--- config.mk ---
export PLATFORM = sky130hd
export DESIGN_NAME = fb_wr_ctrl_flat
export DESIGN_NICKNAME = d
export VERILOG_FILES = /design/src/rtl/fb_wr_ctrl_if.sv /design/src/rtl/fb_wr_ctrl.sv /design/src/flat_wrapper.sv
export SDC_FILE = /design/constraint.sdc
export NUM_CORES = 1
export LEC_CHECK = 0
export ABC_AREA = 1
export ABC_CLOCK_PERIOD_IN_PS = 2300
export CORE_ASPECT_RATIO = 1.75
export CORE_UTILIZATION = 46
export DETAILED_ROUTE_END_ITERATION = 8
export GPL_ROUTABILITY_DRIVEN = 0
export PLACE_DENSITY = 0.86
export REMOVE_ABC_BUFFERS = 1
export SLEW_MARGIN = 20
export SYNTH_ARGS = -nofsm -noshare
export SYNTH_HDL_FRONTEND = slang
export SYNTH_SLANG_ARGS = --single-unit
--- constraint.sdc ---
create_clock -name clk -period 2.3 [get_ports clk]
set_clock_uncertainty 0.15 [all_clocks]
set_input_delay 0.23 -clock clk [delete_from_list [all_inputs] [get_ports clk]]
set_output_delay 0.23 -clock clk [all_outputs]
set_load 0.1 [all_outputs]
--- src/rtl/fb_wr_ctrl_if.sv ---
`default_nettype none
// ============================================================================
// Module   : fb_wr_ctrl_if
// Brief    : Pixel stream, data_mem write port and frame handoff bundle.
// Revision : 1.0
// ============================================================================
interface fb_wr_ctrl_if #(
  parameter int DATA_WIDTH = 16,
  parameter int ADDR_WIDTH = 3
);
  logic                  pix_valid;
  logic                  pix_ready;
  logic [DATA_WIDTH-1:0] pix_data;
  logic                  pix_sof;
  logic                  pix_eol;
  logic                  wr_en;
  logic [ADDR_WIDTH-1:0] wr_addr;
  logic [DATA_WIDTH-1:0] wr_data;
  logic                  frame_rdy;
  logic                  rd_bank;
  logic                  frame_ack;
  logic                  sync_err;

  modport master (
    output pix_valid, pix_data, pix_sof, pix_eol, frame_ack,
    input  pix_ready, wr_en, wr_addr, wr_data, frame_rdy, rd_bank, sync_err
  );

  modport slave (
    input  pix_valid, pix_data, pix_sof, pix_eol, frame_ack,
    output pix_ready, wr_en, wr_addr, wr_data, frame_rdy, rd_bank, sync_err
  );
endinterface
`default_nettype wire

--- src/rtl/fb_wr_ctrl.sv ---
`default_nettype none
// ============================================================================
// Module   : fb_wr_ctrl
// Brief    : Ping-pong frame-buffer write controller feeding data_mem.
// Revision : 1.0
// ============================================================================
module fb_wr_ctrl #(
  parameter int DATA_WIDTH = 16,
  parameter int ADDR_WIDTH = 3,
  parameter int H_RES      = 2,
  parameter int V_RES      = 2
) (
  input  logic        clk,
  input  logic        reset,
  fb_wr_ctrl_if.slave bus
);

  localparam int c_OW = ADDR_WIDTH - 1;
  localparam int c_XW = (H_RES > 1) ? $clog2(H_RES) : 1;
  localparam int c_YW = (V_RES > 1) ? $clog2(V_RES) : 1;

  localparam logic [c_XW-1:0] c_X_MAX   = c_XW'(H_RES - 1);
  localparam logic [c_YW-1:0] c_Y_MAX   = c_YW'(V_RES - 1);
  localparam logic [c_XW-1:0] c_X_ONE   = c_XW'(1);
  localparam logic [c_YW-1:0] c_Y_ONE   = c_YW'(1);
  localparam logic [c_OW-1:0] c_OFF_ONE = c_OW'(1);
  localparam logic            c_SOF_X_LAST = (H_RES == 1);

  localparam logic [1:0] c_ST_IDLE  = 2'd0;
  localparam logic [1:0] c_ST_WRITE = 2'd1;
  localparam logic [1:0] c_ST_FULL  = 2'd2;

  logic [1:0]            r_state;
  logic [c_XW-1:0]       r_x;
  logic [c_YW-1:0]       r_y;
  logic [c_OW-1:0]       r_offset;
  logic                  r_wr_bank;
  logic                  r_rd_bank;
  logic                  r_frame_rdy;
  logic                  r_sync_err;
  logic                  r_wr_en;
  logic [ADDR_WIDTH-1:0] r_wr_addr;
  logic [DATA_WIDTH-1:0] r_wr_data;

  logic            w_pix_ready;
  logic            w_accept;
  logic            w_x_last;
  logic            w_y_last;
  logic [c_XW-1:0] w_x_next;
  logic [c_YW-1:0] w_y_next;
  logic [c_XW-1:0] w_x_start;
  logic [c_YW-1:0] w_y_start;
  logic            w_cur_x_last;
  logic            w_eol_err;
  logic            w_complete;

  // Position right after a start-of-frame beat; a single-column frame moves
  // straight to the next line.
  generate
    if (H_RES == 1) begin : g_single_col
      assign w_x_start = '0;
      assign w_y_start = c_Y_ONE;
    end else begin : g_multi_col
      assign w_x_start = c_X_ONE;
      assign w_y_start = '0;
    end
  endgenerate

  assign w_pix_ready = (r_state != c_ST_FULL);
  assign w_accept    = bus.pix_valid & w_pix_ready;

  assign w_x_last = (r_x == c_X_MAX);
  assign w_y_last = (r_y == c_Y_MAX);
  assign w_x_next = w_x_last ? '0 : r_x + c_X_ONE;
  assign w_y_next = w_x_last ? r_y + c_Y_ONE : r_y;

  // A start-of-frame beat always sits at column 0, whatever the counters say.
  assign w_cur_x_last = bus.pix_sof ? c_SOF_X_LAST : w_x_last;
  assign w_eol_err    = (bus.pix_eol != w_cur_x_last);

  assign w_complete = (r_state == c_ST_WRITE) & w_accept & ~bus.pix_sof
                    & w_x_last & w_y_last;

  always_ff @(posedge clk or negedge reset) begin
    if (!reset) begin
      r_state     <= c_ST_IDLE;
      r_x         <= '0;
      r_y         <= '0;
      r_offset    <= '0;
      r_wr_bank   <= 1'b0;
      r_rd_bank   <= 1'b1;
      r_frame_rdy <= 1'b0;
      r_sync_err  <= 1'b0;
      r_wr_en     <= 1'b0;
      r_wr_addr   <= '0;
      r_wr_data   <= '0;
    end else begin
      r_wr_en <= 1'b0;

      // Consumer release; completion and FULL handle the ack themselves.
      if (bus.frame_ack && r_frame_rdy && !w_complete && (r_state != c_ST_FULL)) begin
        r_frame_rdy <= 1'b0;
      end

      case (r_state)
        c_ST_IDLE: begin
          if (w_accept && bus.pix_sof) begin
            r_wr_en   <= 1'b1;
            r_wr_addr <= {r_wr_bank, {c_OW{1'b0}}};
            r_wr_data <= bus.pix_data;
            r_x       <= w_x_start;
            r_y       <= w_y_start;
            r_offset  <= c_OFF_ONE;
            if (w_eol_err) begin
              r_sync_err <= 1'b1;
            end
            r_state   <= c_ST_WRITE;
          end
        end

        c_ST_WRITE: begin
          if (w_accept) begin
            r_wr_en   <= 1'b1;
            r_wr_data <= bus.pix_data;
            if (bus.pix_sof) begin
              r_sync_err <= 1'b1;
              r_wr_addr  <= {r_wr_bank, {c_OW{1'b0}}};
              r_x        <= w_x_start;
              r_y        <= w_y_start;
              r_offset   <= c_OFF_ONE;
            end else begin
              r_wr_addr <= {r_wr_bank, r_offset};
              if (w_eol_err) begin
                r_sync_err <= 1'b1;
              end
              if (w_x_last && w_y_last) begin
                r_x      <= '0;
                r_y      <= '0;
                r_offset <= '0;
                if (!r_frame_rdy || bus.frame_ack) begin
                  r_rd_bank   <= r_wr_bank;
                  r_frame_rdy <= 1'b1;
                  r_wr_bank   <= ~r_wr_bank;
                  r_state     <= c_ST_IDLE;
                end else begin
                  r_state <= c_ST_FULL;
                end
              end else begin
                r_x      <= w_x_next;
                r_y      <= w_y_next;
                r_offset <= r_offset + c_OFF_ONE;
              end
            end
          end
        end

        c_ST_FULL: begin
          // Both banks hold frames; swap once the reader lets go of its bank.
          if (bus.frame_ack) begin
            r_rd_bank <= r_wr_bank;
            r_wr_bank <= ~r_wr_bank;
            r_state   <= c_ST_IDLE;
          end
        end

        default: begin
          r_state <= c_ST_IDLE;
        end
      endcase
    end
  end

  assign bus.pix_ready = w_pix_ready;
  assign bus.wr_en     = r_wr_en;
  assign bus.wr_addr   = r_wr_addr;
  assign bus.wr_data   = r_wr_data;
  assign bus.frame_rdy = r_frame_rdy;
  assign bus.rd_bank   = r_rd_bank;
  assign bus.sync_err  = r_sync_err;

endmodule
`default_nettype wire

--- src/flat_wrapper.sv ---
// flat-port wrapper written by rule: the top's interface ports become plain ports
module fb_wr_ctrl_flat 
#(
  parameter int DATA_WIDTH = 16,
  parameter int ADDR_WIDTH = 3,
  parameter int H_RES      = 2,
  parameter int V_RES      = 2
)
  (clk, reset, bus_pix_valid, bus_pix_data, bus_pix_sof, bus_pix_eol, bus_frame_ack, bus_pix_ready, bus_wr_en, bus_wr_addr, bus_wr_data, bus_frame_rdy, bus_rd_bank, bus_sync_err);
  fb_wr_ctrl_if #(.DATA_WIDTH(DATA_WIDTH), .ADDR_WIDTH(ADDR_WIDTH)) bus_i ();
  input  logic clk;
  input  logic reset;
  input wire logic [$bits(bus_i.pix_valid)-1:0] bus_pix_valid;
  input wire logic [$bits(bus_i.pix_data)-1:0] bus_pix_data;
  input wire logic [$bits(bus_i.pix_sof)-1:0] bus_pix_sof;
  input wire logic [$bits(bus_i.pix_eol)-1:0] bus_pix_eol;
  input wire logic [$bits(bus_i.frame_ack)-1:0] bus_frame_ack;
  output wire logic [$bits(bus_i.pix_ready)-1:0] bus_pix_ready;
  output wire logic [$bits(bus_i.wr_en)-1:0] bus_wr_en;
  output wire logic [$bits(bus_i.wr_addr)-1:0] bus_wr_addr;
  output wire logic [$bits(bus_i.wr_data)-1:0] bus_wr_data;
  output wire logic [$bits(bus_i.frame_rdy)-1:0] bus_frame_rdy;
  output wire logic [$bits(bus_i.rd_bank)-1:0] bus_rd_bank;
  output wire logic [$bits(bus_i.sync_err)-1:0] bus_sync_err;
  assign bus_i.pix_valid = bus_pix_valid;
  assign bus_i.pix_data = bus_pix_data;
  assign bus_i.pix_sof = bus_pix_sof;
  assign bus_i.pix_eol = bus_pix_eol;
  assign bus_i.frame_ack = bus_frame_ack;
  assign bus_pix_ready = bus_i.pix_ready;
  assign bus_wr_en = bus_i.wr_en;
  assign bus_wr_addr = bus_i.wr_addr;
  assign bus_wr_data = bus_i.wr_data;
  assign bus_frame_rdy = bus_i.frame_rdy;
  assign bus_rd_bank = bus_i.rd_bank;
  assign bus_sync_err = bus_i.sync_err;
  fb_wr_ctrl #(.DATA_WIDTH(DATA_WIDTH), .ADDR_WIDTH(ADDR_WIDTH), .H_RES(H_RES), .V_RES(V_RES)) u_core (.clk(clk), .reset(reset), .bus(bus_i));
endmodule
==> flow_metrics.py, run 1 <==
metrics = {
    "status": {
        "status": "completed",
    },
    "setup_path": {
        "critPathArrivalTime_ns": 1.21,
        "cp-start-kind": "flip-flop",
        "crit_path_max_incr_delay_ns": 0.40,
        "path_cells": "inv_2 -> nor2_1 -> inv_1 -> buf_4",
        "end_kind": "output port",
        "crit_path_start": "u_core.r_state[1]",
        "rr_startpoint": "u_core.r_state[0]",
        "regToRegEndpoint": "u_core.bus.sync_err",
        "reg2reg_depth": 7,
        "rrSetupSlack_ns": 0.87,
        "cp_slowest_cell": "dfrtp_1",
        "critical_path.endpoint": "bus_pix_ready",
        "required_ns": 1.92,
        "critPathMaxFanout": 4,
        "crit_type": "reg -> out",
    },
    "synthesis": {
        "ys_ff_latch": 30,
        "synth_cell_types": 17,
        "synthFlopType": "dfrtp_1",
        "syn_inst": 152,
        "synth_edf_count": 0,
        "synth.most_common_cell": "nand2_1",
        "synth_top_area_share": 0.570,
        "yosys_warnings": 0,
        "netlist_area_sq_um": 1270,
        "ys_seq_area_frac": 0.591,
        "async_reset_ff_frac": 1.00,
        "avgSynthCellArea_sq_um": 8.37,
        "synth_area_leaders": "dfrtp_1, nand2_1, inv_1",
        "yosysTopAreaCell": "dfrtp_1",
        "yosys-top-cells-count": "nand2_1, dfrtp_1, inv_1",
    },
    "drt": {
        "drt-initial-drc-count": 32,
        "wl_mm": 2.87,
        "postRouteAntennaNets": 0,
        "drc": 0,
        "drt_pass1_iterations": 4,
        "vias_per_cell": 4.98,
        "wire_per_inst_um": 12.5,
        "vias": 1145,
    },
    "floorplan": {
        "pin_count": 46,
        "die_h_um": 71.6,
        "core_sq_um": 2550,
        "die_w_um": 41.8,
        "start_util": 0.499,
        "rows": 24,
        "dieArea_sq_um": 2990,
    },
    "placed_design": {
        "hpwl_mm": 2.04,
        "placed_cells": 222,
        "port_buffers": 45,
    },
    "sta": {
        "post-route-period-util": 0.693,
        "setup_violations": 0,
        "max_freq_ghz": 0.627,
        "rsz0062_at_grt": "false",
        "max_slew_margin": 0.759,
        "tns_ns": 0,
        "period_minus_slack_ns": 1.59,
        "hold_viol_final": 0,
        "worst_pin_slew_ns": 0.361,
        "final_max_slew_viol_count": 0,
    },
    "clocking": {
        "htreeDepth": 2,
        "path_clk_slew_ns": 0.06,
        "clk_latency_ns": 0.28,
        "cts_tree": "yes",
        "cts_made_buffers": 5,
        "cts_buffer_depth": 2,
        "cts_root_buffer": "clkbuf_8",
        "cts.repair.resized": 0,
        "clock_sinks": 30,
        "cts_setup_buffers": 0,
        "ctsHoldBuffers": 0,
    },
    "final_layout": {
        "fillers": 198,
        "stdcell_count": 230,
        "drive_gt1_frac": 0.196,
        "multi_input_area_sq_um": 458,
        "antenna_cells": 0,
        "nets": 225,
        "regArea_sq_um": 752,
        "synthToLayoutAreaGrowth_pct": 44.2,
    },
    "job": {
        "drv_cap": 0,
    },
    "global_routing": {
        "grt_max_degree": 31,
        "grt_overflow": 0,
        "grt_pass1_wl_mm": 4.75,
        "grtUsageTotal": 0.213,
        "grt_pass1_vias": 1118,
        "antenna_found_initial": 0,
    },
    "hold_path": {
        "holdCritPathClass": "in -> async",
    },
}
-- routing by layer --
metal  up-vias  wire length (um)  global-route usage
met3         8               122              0.0504
met5         -                 0                   0
met1       534              1150               0.232
met2        33              1520               0.356
met4         0                90               0.151
li1        570                 -                   -
-- layout by cell type (no fill, tap or decap), drive strengths merged, types with 2 or more instances in the layout --
cell	n
buf	27
bufinv	2
clkbuf	6
clkdlybuf4s50	21
dfrtp	29
inv	10
nand2	82
nand3	5
nand4	4
nor2	6
o21ai	7
-- worst max-delay path: cells and delay by family, from the launching register on --
kind	cells	cell delay, ns
flip-flops	1	0.40
buffers and inverters	3	0.37
AND/OR/NAND/NOR	1	0.15
-- state kept, by name, indices dropped and copies added, names as in the netlist --
| signal | cells |
|---|---|
| u_core.r_state | 2 |
| u_core.r_y | 1 |
| u_core.bus.rd_bank | 1 |
| u_core.bus.wr_addr | 3 |
| u_core.r_x | 1 |
| u_core.bus.sync_err | 1 |
| u_core.bus.wr_en | 1 |
| u_core.r_wr_bank | 1 |
| u_core.r_offset | 2 |
| u_core.bus.frame_rdy | 1 |
| u_core.bus.wr_data | 16 |
-- metrics by stage --
stage                     hold WS (ns)  setup slack [ns]  cell area [sq um]   util
after floorplan                 -0.216             0.511               1250      -
after global placement           0.299             0.579               1690  0.663
final                            0.178             0.706               1840  0.719
after global routing             0.206             0.625               1840  0.719
after CTS                        0.188             0.691               1840  0.719
after detailed placement         0.314             0.528               1690  0.663
-- worst min-delay path by stage --
stage	slack (ns)	endpoint	from	depth (start not counted)
floorplan	-0.22	u_core.bus.frame_rdy	reset	0
global placement	0.30	u_core.bus.rd_bank	u_core.bus.rd_bank	2
detailed placement	0.31	u_core.bus.rd_bank	u_core.bus.rd_bank	2
CTS	0.19	u_core.bus.wr_data[0]	reset	2
global route	0.21	u_core.bus.wr_data[2]	reset	2
finish	0.18	u_core.bus.wr_data[6]	reset	2
-- logic make-up after synthesis --
group                  synth area share
AOI/OAI and AO/OA                0.0551
and+or+nand+nor                   0.305
buffers and inverters            0.0492
DFF                               0.591
-- layout make-up --
type                       instances  share of cell area
timing repair buffer              48               0.225
inverter                          10              0.0204
sequential                        30               0.410
multi-input combinational        108               0.249
clock inverter                     2              0.0327
tap                               26              0.0177
clock buffer                       6              0.0450
Power of run 1 is not shown: default switching activity piles up to over one toggle a cycle in this logic, so the estimate is an artifact.
==> inputs of run 2 (changes only) <==
--- a/config.mk
+++ b/config.mk
@@ -6,12 +6,12 @@
 export NUM_CORES = 1
 export LEC_CHECK = 0
 export ABC_AREA = 1
-export ABC_CLOCK_PERIOD_IN_PS = 2300
+export ABC_CLOCK_PERIOD_IN_PS = 1300
 export CORE_ASPECT_RATIO = 1.75
-export CORE_UTILIZATION = 46
+export CORE_UTILIZATION = 39
 export DETAILED_ROUTE_END_ITERATION = 8
 export GPL_ROUTABILITY_DRIVEN = 0
-export PLACE_DENSITY = 0.86
+export PLACE_DENSITY = 0.78
 export REMOVE_ABC_BUFFERS = 1
 export SLEW_MARGIN = 20
 export SYNTH_ARGS = -nofsm -noshare
==> constraint.sdc (replaced) <==
create_clock -name clk -period 1.3 [get_ports clk]
set_clock_uncertainty 0.15 [all_clocks]
set_input_delay 0.13 -clock clk [delete_from_list [all_inputs] [get_ports clk]]
set_output_delay 0.13 -clock clk [all_outputs]
set_load 0.1 [all_outputs]
==> run 2 against run 1 <==
  * Via count increased by 12%
  * Design area increased by 29%
  * Critical path depth increased by 4
  * Core utilization increased by 3.2 points
  * Clock-buffer cell count increased by 1
  * The flow now finishes with violations (DRC, setup timing)
  * Hold slack got worse by 0.11 ns
  * Die area increased by 17%
  * Sequential share of layout area decreased by 9.1 points
==> flow_metrics.py, run 2 (synthesis results as in run 1) <==
metrics = {
    "sta": {
        "max_slew_margin": 0.766,
        "tns_ns": -2.41,
        "period_minus_slack_ns": 1.46,
        "hold_viol_final": 0,
        "worst_slack_ns": -0.158,
        "setup_violations": 30,
        "worst_pin_slew_ns": 0.349,
        "post-route-period-util": 1.12,
        "hold_slack_ns": 0.0673,
        "rsz0062_at_grt": "true",
        "final_max_slew_viol_count": 0,
        "max_freq_ghz": 0.686,
    },
    "setup_path": {
        "reg2reg_depth": 8,
        "critPathArrivalTime_ns": 1.52,
        "crit_type": "reg -> reg",
        "rrSetupSlack_ns": -0.16,
        "required_ns": 1.36,
        "critPathMaxFanout": 4,
        "end_kind": "flip-flop",
        "regToRegEndpoint": "u_core.r_offset[0]",
        "rr_startpoint": "u_core.r_state[1]",
        "crit_path_start": "u_core.r_state[1]",
        "cp-start-kind": "flip-flop",
        "critical_path.endpoint": "u_core.r_offset[0]",
    },
    "clocking": {
        "cts_tree": "yes",
        "cts_buffer_depth": 2,
        "clock_sinks": 30,
        "htreeDepth": 2,
        "clk_latency_ns": 0.28,
        "cts_root_buffer": "clkbuf_8",
        "ctsHoldBuffers": 0,
        "path_clk_slew_ns": 0.06,
        "cts_made_buffers": 5,
    },
    "final_layout": {
        "most-common-layout-cells": "nand2_1, dfrtp_1, buf_12",
        "drive_gt1_frac": 0.373,
        "antenna_cells": 0,
        "largest_register_ffs": 16,
        "nets": 241,
        "final_common_cell": "nand2_1",
        "synthToLayoutAreaGrowth_pct": 85.5,
        "stdcell_count": 263,
    },
    "placed_design": {
        "port_buffers": 45,
        "dp_slack_ns": -0.279,
        "hpwl_mm": 2.27,
        "placed_cells": 248,
    },
    "global_routing": {
        "grt_overflow": 0,
        "grt_max_degree": 31,
        "grt_pass1_vias": 1207,
        "grt_pass1_wl_mm": 5.55,
        "grtUsageTotal": 0.217,
        "antenna_found_initial": 0,
    },
    "drt": {
        "drc": 2,
        "drt_pass1_iterations": 6,
        "wl_mm": 3.47,
        "postRouteAntennaNets": 0,
        "wire_per_inst_um": 13.2,
        "drt-initial-drc-count": 65,
        "vias_per_cell": 4.88,
        "vias": 1284,
    },
    "floorplan": {
        "die_w_um": 45.2,
        "pin_count": 46,
        "start_util": 0.405,
        "rows": 27,
        "dieArea_sq_um": 3500,
        "core_sq_um": 3140,
        "die_h_um": 77.6,
    },
    "hold_path": {
        "holdCritPathClass": "in -> async",
    },
    "status": {
        "status": "finished, violations left",
        "violations": "DRC, setup timing",
    },
    "job": {
        "drv_cap": 0,
    },
}
==> run 2: final cells by class <==
cell class                      instances  area, sq um
Timing Repair Buffer                   64          883
Fill cell                             217          781
Sequential cell                        30          753
Multi-Input combinational cell        108          542
Clock buffer                            7         86.3
Tap cell                               43         53.8
Inverter                               10         37.5
Clock inverter                          1         5.00
==> run 2: worst min-delay path by stage <==
stage	from	end	slack [ns]	cells past startpoint
3_3_place_gp	u_core.bus.rd_bank	u_core.bus.rd_bank	0.32	2
2_1_floorplan	reset	u_core.bus.frame_rdy	-0.32	0
3_5_place_dp	u_core.bus.rd_bank	u_core.bus.rd_bank	0.32	2
4_1_cts	reset	u_core.bus.wr_data[13]	0.07	2
5_1_grt	reset	u_core.r_offset[1]	0.08	2
6_report	reset	u_core.r_offset[1]	0.07	2
==> run 2: what timing repair did <==
action | 4_1_cts | 5_1_grt
setup endpoints to repair | 25 | 32
buffers inserted | 1 | 5
endpoints found under the hold margin | 0 | 0
gates cloned | 1 | 0
pin swaps | 2 | 12
resized for setup | 16 | 26
==> run 2: critical path, cell delays in order, from the launching register on <==
cell and delay (ns):
dfrtp_1 0.40, inv_2 0.10, buf_6 0.11, nand4_1 0.12
nand2_2 0.18, buf_6 0.14, buf_4 0.10, nand2_1 0.04
o21ai_1 0.06
==> run 2: metrics by stage <==
stage / cell area [sq um] / util
floorplan: 1250 / -
global placement: 2090 / 0.667
detailed placement: 2090 / 0.667
CTS: 2250 / 0.716
global route: 2360 / 0.751
finish: 2360 / 0.751
==> run 2: per-layer routing <==
layer  GRT usage  share of wire  vias up
met5           0              0        -
met2       0.365           0.56       44
met3      0.0535          0.039       11
li1            -              -      606
met4       0.103          0.040        0
met1       0.245           0.36      623
Power of run 2 is left out for the same reason.
==> inputs of run 3 (changes only) <==
--- a/config.mk
+++ b/config.mk
@@ -6,7 +6,6 @@
 export NUM_CORES = 1
 export LEC_CHECK = 0
 export ABC_AREA = 1
-export ABC_CLOCK_PERIOD_IN_PS = 1300
 export CORE_ASPECT_RATIO = 1.75
 export CORE_UTILIZATION = 39
 export DETAILED_ROUTE_END_ITERATION = 8
==> results of run 3 <==
Same layout as run 2: the final DEF is identical, and so are final timing and power.
Power of run 3 is left out for the same reason.
